`src/rtl/timer_event_gen.sv`:
```
// timer_event_gen: event/compare stage downstream of the repeating up-counter.
// Produces registered wrap/compare pulses, per-channel PWM, sticky W1C status,
// a masked interrupt and a saturating count of wraps.
module timer_event_gen #(
    parameter int WIDTH   = 32,
    parameter int NUM_CMP = 2,
    parameter int PCNT_W  = 16
) (
    input  logic                       clk,
    input  logic                       rst,
    input  logic                       en,
    input  logic [WIDTH-1:0]           cnt,
    input  logic [WIDTH-1:0]           cfg_max,
    input  logic [NUM_CMP*WIDTH-1:0]   cmp_val,
    input  logic [NUM_CMP:0]           irq_mask,
    input  logic [NUM_CMP:0]           clr,
    input  logic                       pcnt_clr,
    output logic                       wrap_pulse,
    output logic [NUM_CMP-1:0]         cmp_pulse,
    output logic [NUM_CMP-1:0]         pwm_out,
    output logic [NUM_CMP:0]           status,
    output logic                       irq,
    output logic [PCNT_W-1:0]          pcnt
);

    logic                 wrap_hit;
    logic [NUM_CMP-1:0]   cmp_hit;

    logic                 wrap_q,   wrap_d;
    logic [NUM_CMP-1:0]   cmp_q,    cmp_d;
    logic [NUM_CMP-1:0]   pwm_q,    pwm_d;
    logic [NUM_CMP:0]     status_q, status_d;
    logic [PCNT_W-1:0]    pcnt_q,   pcnt_d;

    // Event detection on the live count; the counter sits at its limit on the wrap cycle.
    always_comb begin
        wrap_hit = en && (cnt >= cfg_max);
        cmp_hit  = '0;
        pwm_d    = '0;
        for (int i = 0; i < NUM_CMP; i++) begin
            cmp_hit[i] = en && (cnt == cmp_val[i*WIDTH +: WIDTH]);
            pwm_d[i]   = en && (cnt <  cmp_val[i*WIDTH +: WIDTH]);
        end
    end

    // Next-state for pulses, sticky flags (set beats clear) and the saturating wrap count.
    always_comb begin
        wrap_d   = wrap_hit;
        cmp_d    = cmp_hit;
        status_d = {cmp_hit, wrap_hit} | (status_q & ~clr);
        pcnt_d   = pcnt_q;
        if (pcnt_clr) begin
            pcnt_d = wrap_hit ? PCNT_W'(1) : '0;
        end else if (wrap_hit && !(&pcnt_q)) begin
            pcnt_d = pcnt_q + PCNT_W'(1);
        end
    end

    // Output and state registers.
    always_ff @(posedge clk or posedge rst) begin
        if (rst) begin
            wrap_q   <= 1'b0;
            cmp_q    <= '0;
            pwm_q    <= '0;
            status_q <= '0;
            pcnt_q   <= '0;
        end else begin
            wrap_q   <= wrap_d;
            cmp_q    <= cmp_d;
            pwm_q    <= pwm_d;
            status_q <= status_d;
            pcnt_q   <= pcnt_d;
        end
    end

    assign wrap_pulse = wrap_q;
    assign cmp_pulse  = cmp_q;
    assign pwm_out    = pwm_q;
    assign status     = status_q;
    assign pcnt       = pcnt_q;
    // Mask is applied combinationally so mask writes take effect immediately.
    assign irq        = |(status_q & irq_mask);

endmodule

```
`config.mk`:
```
export PLATFORM = sky130hd
export DESIGN_NAME = timer_event_gen
export DESIGN_NICKNAME = d
export VERILOG_FILES = /design/src/rtl/timer_event_gen.sv
export SDC_FILE = /design/constraint.sdc
export NUM_CORES = 1
export LEC_CHECK = 0
export CELL_PAD_IN_SITES_DETAIL_PLACEMENT = 1
export CELL_PAD_IN_SITES_GLOBAL_PLACEMENT = 1
export CORE_MARGIN = 2
export CORE_UTILIZATION = 33
export CTS_BUF_LIST = sky130_fd_sc_hd__clkbuf_8
export DETAILED_ROUTE_END_ITERATION = 8
export PLACE_DENSITY_LB_ADDON = 0.1
export SLEW_MARGIN = 20
export SYNTH_ARGS = -nofsm -noshare
export SYNTH_HDL_FRONTEND = slang
export SYNTH_SLANG_ARGS = --single-unit
```
`constraint.sdc`:
```
create_clock -name clk -period 6 [get_ports clk]
set_clock_uncertainty 0.1 [all_clocks]
set_input_delay 0.6 -clock clk [delete_from_list [all_inputs] [get_ports clk]]
set_output_delay 0.6 -clock clk [all_outputs]
set_load 0.01 [all_outputs]
```
==> metrics, run 1 <==
crit end category flop; storage element area roughly 600 um2; fillers roughly 1300; met2 wire length around 5700 um; PwrDens 100.5 mW/mm2; fin util slightly above 50%; FF+latch count, synth 24; # port buffers roughly 160; total die area about 0.012 mm2; CTS Root Cell clkbuf_8; Max-slew headroom roughly two fifths; area grow syn2layout 50.14%; hold buffer count at cts 0; FP Rows 38; VDD IR max just over 0.00006 V; # Max-Cap Violations 0; number of synthesis warnings 0; wl on met1 between 5000 and 6000 um; Max Clk Rate 0.2675 GHz; startpoint types input pin; status complete, no violations; DR WL/cell 15.47 um; Final Cycle Share 62.30%; Multi-input gate area 0.002592 mm2; mux cell area share after synthesis less than 1%; Design Area, Final about 0.0054 mm2; total power roughly 0.54 mW; final WL 11680 um; CP Data Required Time 6.07 ns; Post-Place Worst Slack around 1.9 ns; Synth async-reset ratio 100.0%; Mapped Nets ~700; ys flop type dfrtp_1; actual slew at the worst max-slew pin between 0.9 and 1 ns; number of flops mapped to enable cells by yosys 0; Initial Utilization roughly a third; vias roughly 3800; pin count of the biggest net entering global routing 27; ratio of cells with drive above 1 in the final layout 1.626%; Max Slew Vio Count 0; TritonRoute pass-1 iters 4; most frequent cells in the layout clkdlybuf4s50_1 (162), inv_1 (104), ha_1 (97), a21oi_1 (34), dfrtp_1 (24); core area 0.01075 mm2; Final Hold Viols 0; setup ws final 2.262 ns; non-filler cells in the finished layout around 760; CP max stage delay ~0.7 ns; CP Cell Sequence clkdlybuf4s50_1 > inv_1 > ha_1 > nand2b_1 > a2111oi_0 > o211ai_1 > o2111a_2 > nor2_2 > o21ai_1 > a21oi_1; Period minus WS final 3.738 ns; DR iter-0 viols 62; vias in the first global route 3988; post-cts gate resize count 0; top layer in use met4; sum of negative setup slack 0 ns; Ports approximately 160; Worst Path Class, Setup in -> reg; H-tree Lvls 1; R2R depth 7; Post-CTS Setup Inserts 0; Placed Cells approximately 750; CP max FO 26; first-pass GRT wire length between 15000 and 20000 um; post-synthesis adder-cell area fraction between 30% and 40%; Final Setup Violations 0; initial antenna violation count 0; placed cell area between 0.005 and 0.006 mm2; Compound-Gate Fraction of Synth Area 21.17%; Seq/Total Area, Yosys between 15 and 20%; clk buf depth 2; worst hold path type reg -> reg; GP Congestion between 0.8 and 0.9; hold depth 1; routed vias/inst a little over 5; CP Data Arrival Time approximately 3.8 ns; combinational family with the most area after synthesis adder cells; global route total overflow 0; slowest cell on the critical path nor2_2; Synth Area in XOR/XNOR 0%; hpwl dp ~10000 um; Routed Antenna Nets 0; Ant. Diodes 0; most common cell after layout, fill and taps aside clkdlybuf4s50_1; DRC Markers 0; final net count between 800 and 900; CTS tree yes; average size of a mapped cell approximately 8.0 um2; DR WL met3 approximately 530 um; Synth Cell Area around 0.0036 mm2; total CTS buffers 3; clock transition at the registers of the reported paths approximately 0.07 ns; cell count after synthesis ~450; Die X between 100 and 150 um; RSZ-0062 raised after global routing no; Die H approximately 110 um; global-route usage over all layers 19.81%; Synth Area in Simple Gates 16.74%; Final Hold Slack 0.4123 ns; clk_lat worst skew about 0.26 ns; library cells used by synthesis between 40 and 50; static leakage ~2.7 nW; clk sinks 24
==> worst paths after layout <==
check | startpoint | endpoint | slack (ns)
worst min-delay path | status[0]$_DFF_PP0_ | status[0]$_DFF_PP0_ | 0.41
min in group asynchronous | rst | pcnt[13]$_DFFE_PP0P_ | 0.74
worst min register to register | status[0]$_DFF_PP0_ | status[0]$_DFF_PP0_ | 0.41
max in group asynchronous | rst | pwm_out[0]$_DFF_PP0_ | 4.50
worst max-delay path | cnt[0] | pcnt[15]$_DFFE_PP0P_ | 2.26
worst max register to register | pcnt[0]$_DFFE_PP0P_ | pcnt[15]$_DFFE_PP0P_ | 3.19
==> sequential cells by signal (all words and copies together), names as in the netlist <==
name        count
pcnt           16
status          3
wrap_pulse      1
pwm_out         2
cmp_pulse       2
==> layer usage <==
metal / track usage, % / up-vias
met2: 35.85 / 102
met1: 25.95 / 1782
li1: - / 1947
met5: 0 / -
met4: 2.747 / 0
met3: 1.929 / 7
==> logic make-up (layout without fill, tap and decap cells) <==
logic type      count (synthesis)  count (layout)
buf+inv                       108             269
compound gates                114             114
fa+ha+maj                      97              97
flops                          24              24
simple gates                  110             110
mux                             1               1
==> synthesized netlist by cell type (9+ instances only) <==
master,n,share of area [%]
o21ai_0,13,1.8
nor2_1,12,1.2
nand3_1,17,2.4
a21o_1,21,4.4
nand4_1,19,3.3
nand2_1,14,1.5
ha_1,97,34
inv_1,104,11
dfrtp_1,24,17
nor3_1,10,1.4
a21oi_1,34,4.7
or3_1,10,1.7
o21ai_1,9,1.2
==> area by class of cell <==
type / count / area share [%]
Clock buffer: 3 / 0.7616
Multi-Input combinational cell: 322 / 47.82
Timing Repair Buffer: 162 / 29.91
Inverter: 104 / 7.201
Tap cell: 140 / 3.231
Sequential cell: 24 / 11.08
==> critical path, delay by kind of cell <==
family | cells | cell delay (ns)
buf+inv | 2 | 0.53
fa+ha+maj | 1 | 0.28
compound gates | 5 | 1.55
simple gates | 2 | 0.83
==> power by group <==
| part | total, mW | switching [mW] | internal [mW] |
|---|---|---|---|
| Sequential | 0.169 | 0.00337 | 0.166 |
| Clock | 0.0919 | 0.0470 | 0.0448 |
| Combinational | 0.284 | 0.124 | 0.160 |
| Total | 0.545 | 0.175 | 0.370 |
No activity file was read; power rests on OpenSTA's default activity.
==> inputs of run 2 (changes only) <==
--- a/config.mk
+++ b/config.mk
@@ -8,7 +8,7 @@
 export CELL_PAD_IN_SITES_DETAIL_PLACEMENT = 1
 export CELL_PAD_IN_SITES_GLOBAL_PLACEMENT = 1
 export CORE_MARGIN = 2
-export CORE_UTILIZATION = 33
+export CORE_UTILIZATION = 31
 export CTS_BUF_LIST = sky130_fd_sc_hd__clkbuf_8
 export DETAILED_ROUTE_END_ITERATION = 8
 export PLACE_DENSITY_LB_ADDON = 0.1
==> constraint.sdc (replaced) <==
create_clock -name clk -period 3.65 [get_ports clk]
set_clock_uncertainty 0.1 [all_clocks]
set_input_delay 0.365 -clock clk [delete_from_list [all_inputs] [get_ports clk]]
set_output_delay 0.365 -clock clk [all_outputs]
set_load 0.01 [all_outputs]
==> metrics, run 2 (synthesized netlist as in run 1, its figures left out) <==
static leakage 2.757 nW (+0.63%); RR Startpoint pcnt[0]$_DFFE_PP0P_; CTS Root Cell clkbuf_8; Placed Cells 756 (+0.53%); core area 0.01137 mm2 (+5.8%); Min-Delay Endpoint status[0]$_DFF_PP0_; # Max-Cap Violations 0 (unchanged); Ports 163 (unchanged); global route total overflow 0 (unchanged); sum of negative setup slack 0 ns (unchanged); CP Data Required Time 3.74 ns (-2.33 ns); R2R depth 8 (+1); initial antenna violation count 1 (+1); Die H 111.9 um (+3.1%); sequential share of power 29.8% (-1.2 points); Comb power frac 50.3% (-1.8 points); Routed Antenna Nets 0 (unchanged); FP Rows 39 (+2.6%); global-route usage over all layers 18.77% (-1.0 points); Final Cycle Share between 80 and 90%; worst hold path type reg -> reg; # port buffers 162 (unchanged); hpwl dp 10760 um (+2.8%); ratio of cells with drive above 1 in the final layout 1.945% (+0.32 points); actual slew at the worst max-slew pin 0.9745 ns (+0.05066 ns); CP startpoint cnt[10]; H-tree Lvls 1 (unchanged); fillers 1383 (+5.2%); clock network power share 19.9% (+3.0 points); CP Data Arrival Time 3.24 ns (-0.57 ns); pin count of the biggest net entering global routing 27 (unchanged); clk buf depth 2 (unchanged); vias 3875 (+0.96%); Initial Utilization 31.76% (-1.8 points); RR Endpoint pcnt[9]$_DFFE_PP0P_; Period minus WS final 3.153 ns; Die X 111.9 um (+3.1%); PwrDens 170.3 mW/mm2 (+69%); Psw 0.2963 mW (+70%); GP Congestion 0.8641 (+7.4%); area grow syn2layout 51.25%; most common cell after layout, fill and taps aside clkdlybuf4s50_1; non-filler cells in the finished layout 761 (+0.79%); TritonRoute pass-1 iters 4 (unchanged); switch share 31.84% (-0.23 points); Post-CTS Setup Inserts 0 (unchanged); CTS tree yes; total die area 0.01253 mm2 (+6.2%); routed vias/inst 5.092 (+0.17%); CP max FO 26 (unchanged); first-pass GRT wire length 19590 um (+4.0%); Max-slew headroom 34.96% (-3.4 points); total CTS buffers 3 (unchanged); Worst Path Class, Setup in -> reg; hold buffer count at cts 0 (unchanged); Hold Startpoint status[0]$_DFF_PP0_; final WL 11890 um (+1.8%); crit end category flop; startpoint types input pin; FF-to-FF setup slack 1.27 ns (-1.92 ns); most frequent cells in the layout clkdlybuf4s50_1 (162), inv_1 (104), ha_1 (97), a21oi_1 (34), dfrtp_1 (24); post-cts gate resize count 0 (unchanged); clock transition at the registers of the reported paths 0.09 ns (+0.02 ns); RSZ-0062 raised after global routing no; Final Setup Violations 0 (unchanged); status complete, no violations; DR WL/cell 15.62 um (+0.96%); number of flip-flops in the largest register 16 (unchanged); DRC Markers 0 (unchanged); vias in the first global route 4192 (+5.1%); Max Slew Vio Count 0 (unchanged); VDD IR max 0.0001145 V (+87%); hold depth 1 (unchanged); clk_lat worst skew 0.27 ns (about the same); Max Clk Rate around 0.32 GHz; Final Hold Viols 0 (unchanged); DR iter-0 viols 72 (+16%); final net count 853 (+0.12%); clk sinks 24 (unchanged); Int Power 0.6341 mW (+71%)
## run 2: how the worst max path moves through the flow
stage	to	slack, ns	depth (start not counted)
final	pcnt[9]$_DFFE_PP0P_	0.50	10
after global routing	pcnt[9]$_DFFE_PP0P_	0.38	10
after CTS	pcnt[9]$_DFFE_PP0P_	0.48	10
after floorplan	pcnt[9]$_DFFE_PP0P_	1.13	9
after global placement	pcnt[9]$_DFFE_PP0P_	0.30	10
after detailed placement	pcnt[9]$_DFFE_PP0P_	0.21	10
## run 2: area by class of cell
type                            count  area [um2]  area share (%)
Clock buffer                        4       55.05           1.008
Antenna cell                        1       2.502         0.04582
Tap cell                          143       178.9           3.276
Inverter                          104       390.4           7.148
Multi-Input combinational cell    322        2592           47.47
Timing Repair Buffer              163        1642           30.06
Sequential cell                    24       600.6           11.00
## run 2: metal layers
layer  track usage [%]  up-vias  share of wire, %
met5                 0        -                 0
li1                  -     1954                 -
met3             1.960        8               4.1
met2             35.35       90                51
met4             3.374        0               1.1
met1             23.23     1823                44
## run 2: critical path: stages
cell and delay (ns):
clkdlybuf4s50_1 0.47, ha_1 0.35, nand4_1 0.14, or4_1 0.56
o211ai_1 0.26, o2111a_2 0.23, nor2_2 0.05, buf_12 0.15
or4b_1 0.50, a21oi_1 0.16
## run 2: power groups by stage
stage | clock [mW] | sequential, mW | combinational, mW
global placement | 0 | 0.283 | 0.455
global route | 0.199 | 0.279 | 0.525
detailed placement | 0 | 0.283 | 0.474
CTS | 0.189 | 0.277 | 0.476
finish | 0.185 | 0.277 | 0.468
floorplan | 0 | 0.286 | 0.215
## run 2: per-stage QoR
| step | setup slack, ns | instance area, um2 | hold slack (ns) | util (%) | power (mW) |
|---|---|---|---|---|---|
| 3_3_place_gp | 0.3027 | 5404 | 0.4022 | 47.53 | 0.7372 |
| 6_report | 0.4969 | 5461 | 0.4189 | 48.04 | 0.9304 |
| 2_1_floorplan | 1.127 | 3611 | 0.2796 | - | 0.5004 |
| 3_5_place_dp | 0.2082 | 5404 | 0.4064 | 47.53 | 0.7564 |
| 5_1_grt | 0.3796 | 5461 | 0.4630 | 48.04 | 1.002 |
| 4_1_cts | 0.4832 | 5459 | 0.4266 | 48.01 | 0.9432 |
==> inputs of run 3 (changes only) <==
--- a/config.mk
+++ b/config.mk
@@ -16,3 +16,4 @@
 export SYNTH_ARGS = -nofsm -noshare
 export SYNTH_HDL_FRONTEND = slang
 export SYNTH_SLANG_ARGS = --single-unit
+export TNS_END_PERCENT = 5
==> results of run 3 <==
No change in the layout: final DEF, timing and power equal those of run 2.
